==> config.mk <==
export PLATFORM = sky130hd
export DESIGN_NAME = vc_buffer_bank
export DESIGN_NICKNAME = d
export VERILOG_FILES = /design/src/rtl/vc_buffer_bank.sv
export SDC_FILE = /design/constraint.sdc
export NUM_CORES = 1
export LEC_CHECK = 0
export ABC_AREA = 1
export BUFFER_PORTS_ARGS = -buffer_cell sky130_fd_sc_hd__buf_2
export CORE_ASPECT_RATIO = 1.4
export CORE_MARGIN = 4
export CORE_UTILIZATION = 65
export CTS_CLUSTER_SIZE = 12
export DETAILED_ROUTE_END_ITERATION = 6
export PLACE_DENSITY_LB_ADDON = 0.2
export SYNTH_ARGS = -nofsm -noshare
export SYNTH_HDL_FRONTEND = slang
export SYNTH_SLANG_ARGS = --single-unit
export TNS_END_PERCENT = 50
==> constraint.sdc <==
create_clock -name clk -period 11.88 [get_ports clk]
set_clock_uncertainty 0.2 [all_clocks]
set_input_delay 0.594 -clock clk [delete_from_list [all_inputs] [get_ports clk]]
set_output_delay 0.594 -clock clk [all_outputs]
set_load 0.005 [all_outputs]
==> src/rtl/vc_buffer_bank.sv <==
// Per-input-port virtual-channel buffer bank: VC independent circular FIFOs with
// first-word-fall-through read, per-VC status, registered credit return and sticky error flags.
module vc_buffer_bank #(
  parameter  int VC         = 4,
  parameter  int DATA_WIDTH = 32,
  parameter  int FIFO_DEPTH = 8,
  localparam int VCW        = $clog2(VC),
  localparam int PW         = $clog2(FIFO_DEPTH),
  localparam int CW         = $clog2(FIFO_DEPTH + 1)
) (
  input  logic                  clk,
  input  logic                  rst,
  input  logic                  wr_en,
  input  logic [VCW-1:0]        wr_vc,
  input  logic [DATA_WIDTH-1:0] din,
  output logic                  full,
  input  logic                  rd_en,
  input  logic [VCW-1:0]        rd_vc,
  output logic [DATA_WIDTH-1:0] dout,
  output logic                  empty,
  output logic [VC-1:0]         empty_vc,
  output logic [VC-1:0]         full_vc,
  output logic [VC*CW-1:0]      count_vc,
  output logic                  credit_valid,
  output logic [VCW-1:0]        credit_vc,
  output logic                  overflow,
  output logic                  underflow
);

  logic [DATA_WIDTH-1:0] r_mem    [VC][FIFO_DEPTH];
  logic [PW-1:0]         r_wr_ptr [VC];
  logic [PW-1:0]         r_rd_ptr [VC];
  logic [CW-1:0]         r_cnt    [VC];
  logic                  r_crd_vld_p1;
  logic [VCW-1:0]        r_crd_vc_p1;
  logic                  r_ovf;
  logic                  r_unf;

  logic                  w_wr_vc_ok;
  logic                  w_rd_vc_ok;
  logic                  w_full_sel;
  logic                  w_empty_sel;
  logic                  w_push_ok;
  logic                  w_pop_ok;
  logic [VC-1:0]         w_push_vc;
  logic [VC-1:0]         w_pop_vc;
  logic [VC-1:0]         w_empty_vc;
  logic [VC-1:0]         w_full_vc;
  logic [DATA_WIDTH-1:0] w_head;
  logic [VC*CW-1:0]      w_count_vc;

  // VC ids past the last channel only exist when VC is not a power of two.
  generate
    if (VC == (1 << VCW)) begin : g_vc_pow2
      assign w_wr_vc_ok = 1'b1;
      assign w_rd_vc_ok = 1'b1;
    end else begin : g_vc_npow2
      assign w_wr_vc_ok = (wr_vc < VCW'(VC));
      assign w_rd_vc_ok = (rd_vc < VCW'(VC));
    end
  endgenerate

  always_comb begin
    w_empty_vc  = '0;
    w_full_vc   = '0;
    w_count_vc  = '0;
    w_full_sel  = 1'b0;
    w_empty_sel = 1'b1;
    w_head      = '0;
    for (int i = 0; i < VC; i++) begin
      w_empty_vc[i]            = (r_cnt[i] == '0);
      w_full_vc[i]             = (r_cnt[i] == CW'(FIFO_DEPTH));
      w_count_vc[i*CW +: CW]   = r_cnt[i];
      if (wr_vc == VCW'(i)) w_full_sel = w_full_vc[i];
      if (rd_vc == VCW'(i)) begin
        w_empty_sel = w_empty_vc[i];
        if (!w_empty_vc[i]) w_head = r_mem[i][r_rd_ptr[i]];
      end
    end
  end

  // A full VC may still take a push when the same VC is popped this cycle; no empty bypass.
  always_comb begin
    w_push_ok = wr_en & w_wr_vc_ok & (~w_full_sel | (rd_en & (rd_vc == wr_vc)));
    w_pop_ok  = rd_en & w_rd_vc_ok & ~w_empty_sel;
    w_push_vc = '0;
    w_pop_vc  = '0;
    for (int i = 0; i < VC; i++) begin
      w_push_vc[i] = w_push_ok & (wr_vc == VCW'(i));
      w_pop_vc[i]  = w_pop_ok  & (rd_vc == VCW'(i));
    end
  end

  // Stage p0 -> p1: control state, credit return and sticky flags
  always_ff @(posedge clk) begin
    if (!rst) begin
      for (int i = 0; i < VC; i++) begin
        r_wr_ptr[i] <= '0;
        r_rd_ptr[i] <= '0;
        r_cnt[i]    <= '0;
      end
      r_crd_vld_p1 <= 1'b0;
      r_crd_vc_p1  <= '0;
      r_ovf        <= 1'b0;
      r_unf        <= 1'b0;
    end else begin
      for (int i = 0; i < VC; i++) begin
        if (w_push_vc[i]) r_wr_ptr[i] <= r_wr_ptr[i] + PW'(1);
        if (w_pop_vc[i])  r_rd_ptr[i] <= r_rd_ptr[i] + PW'(1);
        if (w_push_vc[i] && !w_pop_vc[i])      r_cnt[i] <= r_cnt[i] + CW'(1);
        else if (!w_push_vc[i] && w_pop_vc[i]) r_cnt[i] <= r_cnt[i] - CW'(1);
      end
      r_crd_vld_p1 <= w_pop_ok;
      if (w_pop_ok) r_crd_vc_p1 <= rd_vc;
      if (wr_en && !w_push_ok) r_ovf <= 1'b1;
      if (rd_en && !w_pop_ok)  r_unf <= 1'b1;
    end
  end

  // Flit storage carries no reset; validity is tracked by the pointers and counts.
  always_ff @(posedge clk) begin
    for (int i = 0; i < VC; i++) begin
      if (w_push_vc[i]) r_mem[i][r_wr_ptr[i]] <= din;
    end
  end

  assign full         = w_full_sel;
  assign empty        = w_empty_sel;
  assign dout         = w_head;
  assign empty_vc     = w_empty_vc;
  assign full_vc      = w_full_vc;
  assign count_vc     = w_count_vc;
  assign credit_valid = r_crd_vld_p1;
  assign credit_vc    = r_crd_vc_p1;
  assign overflow     = r_ovf;
  assign underflow    = r_unf;

endmodule

==> reports/metrics.yaml, run 1 <==
sta:
  rsz0062_at_grt: "no"
  worst_pin_slew_ns: 1.339
  slew_headroom_pct: 10.63
  slew_viol_final: 0
  post-route-period-util_pct: 43.09
  report.final.setup_viol: 0
  hold_slack_ns: 0.06768
  maxClockFrequency_mhz: 195.3
  fin_tns_setup_ns: 0
  hold_violations: 0
  min_period_ns: 5.119
yosys:
  yosysMostFrequentCell: "edfxtp_1"
  synth.area.top_cells: "edfxtp_1 75%, o21ai_0 6.2%, nor2_1 6.0%, o211ai_1 2.0%, o221ai_1 1.7%"
  ys_seq_area_share_pct: 74.98
  avgSynthCellArea_sq_um: 13.26
  synth_common_cells: "1064 x edfxtp_1, 682 x nor2_1, 533 x o21ai_0, 132 x clkbuf_1, 132 x nand2_1"
  ys_ff_latch: 1069
  synth_cells: 3225
  synth_top_cell_by_area: "edfxtp_1"
  synth_flop_cell: "edfxtp_1"
  synth-edff-count: 1064
  netlist.area_leader.share_pct: 74.74
  synth_nets: 3284
  yosys_warnings: 0
  ys_types: 45
  postSynth.asyncResetShare_pct: 0
  syn_area_sq_um: 42750
critical_path:
  r2r_cells: 11
  worstPathRequired_ns: 11.09
  slowest_stage: "clkinv_2"
  worstPathArrival_ns: 4.33
  cp_num_buf_inv: 4
  critical_path.startpoint_type: "register"
  worstSetupPathDepth: 10
  worstSetupEndpointType: "output pin"
  max_stage_delay_ns: 0.92
  cp_top_family: "buffers and inverters"
  path_cells: "buf_4 > clkinv_2 > buf_4 > o21ai_0 > o22ai_1 > nor2_1 > o21ai_0 > nor2_1 > nand2_1 > buf_2"
  path_class: "register to output pin"
  critPathMaxFanout: 68
clock_network:
  clock_latency_ns: 0.66
  tritoncts: "built"
  cts_buffers: 100
  cts.sinks: 1069
  clock_path_buffers: 3
  htreeDepth: 3
  cts.clk_slew.worst_paths_ns: 0.05
  cts_resized: 0
  cts-root-buf: "clkbuf_16"
  post_cts_buffers: 0
  holdBufCountCts: 0
placed_design:
  gp_routability_congestion: 0.8498
  post-dp-hpwl_um: 63340
  dpl-instance-area_sq_um: 44160
  port_buffers: 102
run_status:
  status: "finished, final reports clean"
power_and_ir_drop:
  power_density_nw_per_um2: 160.2
  ir_worst_vdd_mv: 0.1208
  leakage_nw: 15.33
floorplan:
  start_util_pct: 65.49
  io_pins: 103
  core_sq_um: 65280
  fp.dieH_um: 311.4
  dieWidth_um: 224.7
  fp-row-count: 111
  die_area_sq_um: 69990
min_path:
  holdPathStages: 3
  min_path_type: "input port to register"
route:
  dr.pass1.iters: 6
  drt_iter0_drc: 4164
  drc: 0
  dr_total_vias: 28250
  wl_per_cell_um: 27.76
  vias_per_cell: 6.790
  routed_wl_um: 115500
  drtAntennaViolNets: 0
global_routing:
  grt_pass1_wl_um: 169100
  grt_max_degree: 96
  grt_overflow: 0
  track_usage_pct: 32.55
  grt_pass1_vias: 27550
  antenna_found_initial: 8
job:
  cap_violations: 0
cells_and_area:
  drive_above_1_share_pct: 10.46
  fin_area_sq_um: 46860
  finalNetCount: 3348
  area_growth_pct: 9.618
  num-fill-cells: 4128
[worst paths after layout]
kind / startpoint / to / slack (ns)
setup / recovery: r_rd_ptr[1][0]$_SDFFCE_PN0P_ / dout[17] / 6.76
hold / removal: rd_vc[0] / credit_vc[0]$_SDFFE_PN0N_ / 0.07
setup reg to reg: r_cnt[3][0]$_DFFE_PP_ / r_mem[1][109]$_DFFE_PP_ / 8.24
hold reg to reg: overflow$_SDFFE_PN0P_ / overflow$_SDFFE_PN0P_ / 0.26
[routing by layer]
layer / global-route usage (%) / part of all wire [%] / up-vias
li1: - / - / 12050
met5: 0 / 0.024 / -
met1: 41.81 / 35 / 13910
met3: 5.173 / 10 / 362
met2: 54.35 / 50 / 1920
met4: 16.45 / 5.1 / 4
[where the power goes]
part / internal, mW / switching (mW)
sequential: 4.19 / 0.0163
clock: 1.53 / 1.27
combinational: 0.128 / 0.374
total: 5.85 / 1.66
[kinds of logic after synthesis]
group	Yosys count	synth area share, %
buffers and inverters	294	2.857
flip-flops	1069	74.98
AO/OA/AOI/OAI	866	11.94
XOR/XNOR	18	0.3688
AND/OR/NAND/NOR	959	9.249
adder cells (fa/ha/maj)	19	0.6088
[state kept, by name, summed over array words and instances, names as in the netlist]
signal and flops:
credit_valid 1, credit_vc 2, overflow 1, r_cnt 16, r_mem 1024, r_rd_ptr 12, r_wr_ptr 12, underflow 1
[tightest hold or removal path, stage by stage]
cell and delay (ns):
buf_2 0.14, inv_2 0.08, a21oi_1 0.06
[cells in the final DEF, fill, tap and decap left out, types with 3 or more instances in the layout]
cell,n
nor3_4,3
clkinv_2,5
inv_1,75
nand3_4,4
fa_1,3
xnor2_1,10
clkinv_1,9
buf_4,63
a21oi_1,57
nand2_1,132
inv_2,7
nor3_1,4
o21ai_0,533
ha_1,16
clkbuf_1,8
or2_2,3
a31oi_1,4
o31ai_1,11
diode_2,6
nor2_2,6
o22a_1,5
nor3_2,5
o21ai_1,6
or2_4,3
o2111ai_1,15
nand3_1,96
o22ai_1,31
nor2_1,654
o211ai_1,112
o221ai_1,83
nor4_1,3
clkbuf_16,103
edfxtp_1,1064
buf_2,102
nand2_4,4
xor2_1,8
nand4_1,6
nor2_4,29
dfxtp_1,5
a221oi_1,8
[area by class of cell]
class,instances,area (sq um),share of cell area (%)
tap,847,1060,2.262
clock buffer,111,2608,5.564
multi-input combinational,1862,9721,20.74
antenna,6,15.01,0.03204
timing repair buffer,165,983.4,2.099
sequential,1069,32050,68.40
clock inverter,9,75.07,0.1602
inverter,91,347.8,0.7423
[per-stage QoR]
step                setup slack, ns  utilization, %  power, mW  cells
floorplan                     7.554               -      4.555   3225
global placement              7.544           67.66      4.755   4034
detailed placement            7.500           67.66      4.777   4034
CTS                           6.782           71.77      7.515   4154
global route                  6.587           71.78      7.722   4157
finish                        6.761           71.79      7.509   4160
No activity file was read; power rests on OpenSTA's default activity.
==> run 2, diff against run 1 <==
--- a/config.mk
+++ b/config.mk
@@ -9,7 +9,7 @@
 export BUFFER_PORTS_ARGS = -buffer_cell sky130_fd_sc_hd__buf_2
 export CORE_ASPECT_RATIO = 1.4
 export CORE_MARGIN = 4
-export CORE_UTILIZATION = 65
+export CORE_UTILIZATION = 62
 export CTS_CLUSTER_SIZE = 12
 export DETAILED_ROUTE_END_ITERATION = 6
 export PLACE_DENSITY_LB_ADDON = 0.2
==> constraint.sdc (replaced) <==
create_clock -name clk -period 5.3 [get_ports clk]
set_clock_uncertainty 0.2 [all_clocks]
set_input_delay 0.265 -clock clk [delete_from_list [all_inputs] [get_ports clk]]
set_output_delay 0.265 -clock clk [all_outputs]
set_load 0.005 [all_outputs]
==> run 2 against run 1 <==
- worst hold slack got worse by 0.046 ns
- sequential share of layout area is 0.15 points lower
- cell area up 0.23%
- power increased by 130%
- global-route usage fell by 1.3 points
- critical path depth fell by 1
==> reports/metrics.yaml, run 2 (synthesis gave the netlist of run 1 again) <==
run_status:
  status: "finished, final reports clean"
floorplan:
  core_sq_um: 68150
  io_pins: 103
  die_area_sq_um: 73270
  fp.dieH_um: 318.7
  start_util_pct: 62.73
  fp-row-count: 113
  dieWidth_um: 229.9
power_and_ir_drop:
  p_seq_share_pct: 55.1
  power_density_nw_per_um2: 364.3
  sw_frac_of_total_pct: 22.24
  clkPwrFrac_pct: 37.9
  p_int_mw: 13.30
  ir_worst_vdd_mv: 0.3476
  total_power_mw: 17.11
  p_switching_mw: 3.804
  leakage_nw: 15.30
  p_comb_share_pct: 7.0
min_path:
  min_path_type: "input port to register"
  worstHoldStart: "din[25]"
  min_to: "r_mem[1][249]$_DFFE_PP_"
  holdPathStages: 1
global_routing:
  grt_pass1_vias: 27210
  busiest_layer: "met2"
  track_usage_pct: 31.28
  grt_max_degree: 95
  antenna_found_initial: 2
  grt_pass1_wl_um: 170200
  grt_overflow: 0
  globalRouteMet3Util_pct: 5.789
  use_met2_pct: 49.23
  grt_util_met1_pct: 42.55
route:
  dr.pass1.iters: 6
  vias_per_cell: 6.608
  wl_per_cell_um: 27.64
  drt_iter0_drc: 4629
  dr_total_vias: 27930
  routed_wl_um: 116800
  drtAntennaViolNets: 0
  drc: 0
critical_path:
  r2r-end: "r_mem[3][199]$_DFFE_PP_"
  path_class: "register to output pin"
  max_stage_delay_ns: 0.84
  worstPathArrival_ns: 3.78
  r2r_cells: 11
  r2r_start: "r_cnt[3][0]$_DFFE_PP_"
  worstSetupEndpointType: "output pin"
  path_cells: "clkinv_2 > buf_4 > o21ai_0 > o21ai_0 > o211ai_1 > nand3_1 > nand2_1 > nand2_1 > buf_2"
  rrSetupSlack_ns: 1.84
  worstPathRequired_ns: 4.84
  critPathMaxFanout: 83
  slowest_stage: "clkinv_2"
  critical_path.startpoint_type: "register"
clock_network:
  cts-root-buf: "clkbuf_16"
  cts.clk_slew.worst_paths_ns: 0.06
  cts_resized: 0
  tritoncts: "built"
  cts_buffers: 101
  post_cts_buffers: 0
  clock_path_buffers: 3
  htreeDepth: 3
  clock_latency_ns: 0.66
  cts.sinks: 1069
  holdBufCountCts: 9
sta:
  post-route-period-util_pct: 80.13
  min_period_ns: 4.247
  worst_pin_slew_ns: 1.291
  worst_slack_ns: 1.053
  report.final.setup_viol: 0
  maxClockFrequency_mhz: 235.5
  slew_viol_final: 0
  rsz0062_at_grt: "no"
  hold_violations: 0
  fin_tns_setup_ns: 0
  slew_headroom_pct: 13.38
cells_and_area:
  largest_reg_flops: 1024
  area_growth_pct: 9.867
  layout_commonest_cell: "edfxtp_1"
  stdcell_count: 4226
  finalNetCount: 3335
  final_cell_mix: "1064 x edfxtp_1, 654 x nor2_1, 533 x o21ai_0"
  num-fill-cells: 4616
  drive_above_1_share_pct: 9.834
job:
  cap_violations: 0
placed_design:
  post-dp-hpwl_um: 67260
  port_buffers: 102
  gp_routability_congestion: 0.8720
  placed_cells: 4084
  post-place-ws_ns: 1.825
## run 2: cell types whose count changed in the layout (fill, tap and decap cells not counted), moves of 2 or more
cell,delta
bufinv_16,+2
dlygate4sd3_1,+9
clkbuf_16,+2
diode_2,-5
buf_4,-23
inv_16,-2
clkbuf_1,+9
inv_1,+2
## run 2: worst max-delay path: cells and delay by family, from the launching register on
family	cells	cell delay [ns]
AOI/OAI and AO/OA	3	0.57
buffers and inverters	3	1.58
DFF	1	0.36
and+or+nand+nor	3	0.56
## run 2: cell type report
cell class | count | area (sq um) | share of cell area (%)
Antenna cell | 1 | 2.502 | 0.005328
Clock buffer | 123 | 2705 | 5.760
Clock inverter | 9 | 87.58 | 0.1865
Inverter | 91 | 347.8 | 0.7406
Multi-Input combinational cell | 1862 | 9721 | 20.70
Sequential cell | 1069 | 32050 | 68.24
Tap cell | 920 | 1151 | 2.451
Timing Repair Buffer | 151 | 900.9 | 1.918
## run 2: stage by stage
stage	hold slack [ns]	util [%]	area [sq um]
final	0.02170	68.92	46970
after global routing	0.01246	68.91	46960
after CTS	0.004636	68.91	46960
after detailed placement	0.2591	64.68	44080
after global placement	0.2534	64.68	44080
after floorplan	0.1639	-	42750
## run 2: worst max-delay path by stage
stage,to,from,slack [ns]
3_3_place_gp,dout[0],r_rd_ptr[1][0]$_SDFFCE_PN0P_,1.87
4_1_cts,dout[2],r_rd_ptr[1][0]$_SDFFCE_PN0P_,1.09
3_5_place_dp,dout[0],r_rd_ptr[1][0]$_SDFFCE_PN0P_,1.82
2_1_floorplan,r_mem[0][128]$_DFFE_PP_,r_cnt[3][0]$_DFFE_PP_,0.97
6_report,dout[0],r_rd_ptr[1][0]$_SDFFCE_PN0P_,1.05
5_1_grt,dout[0],r_rd_ptr[1][0]$_SDFFCE_PN0P_,0.89
## run 2: layer usage
| metal | wire length [um] | vias to the layer above |
|---|---|---|
| met5 | 0 | - |
| met1 | 41670 | 13790 |
| met2 | 55630 | 1839 |
| met4 | 6567 | 0 |
| li1 | - | 12040 |
| met3 | 12930 | 254 |
## run 2: power groups by stage
stage          Clock [mW]  Sequential [mW]  Combinational [mW]
6_report             6.48             9.43                1.19
2_1_floorplan           0             9.60               0.610
5_1_grt              6.88             9.43                1.27
3_3_place_gp            0             9.60                1.13
4_1_cts              6.51             9.43                1.18
3_5_place_dp            0             9.61                1.16
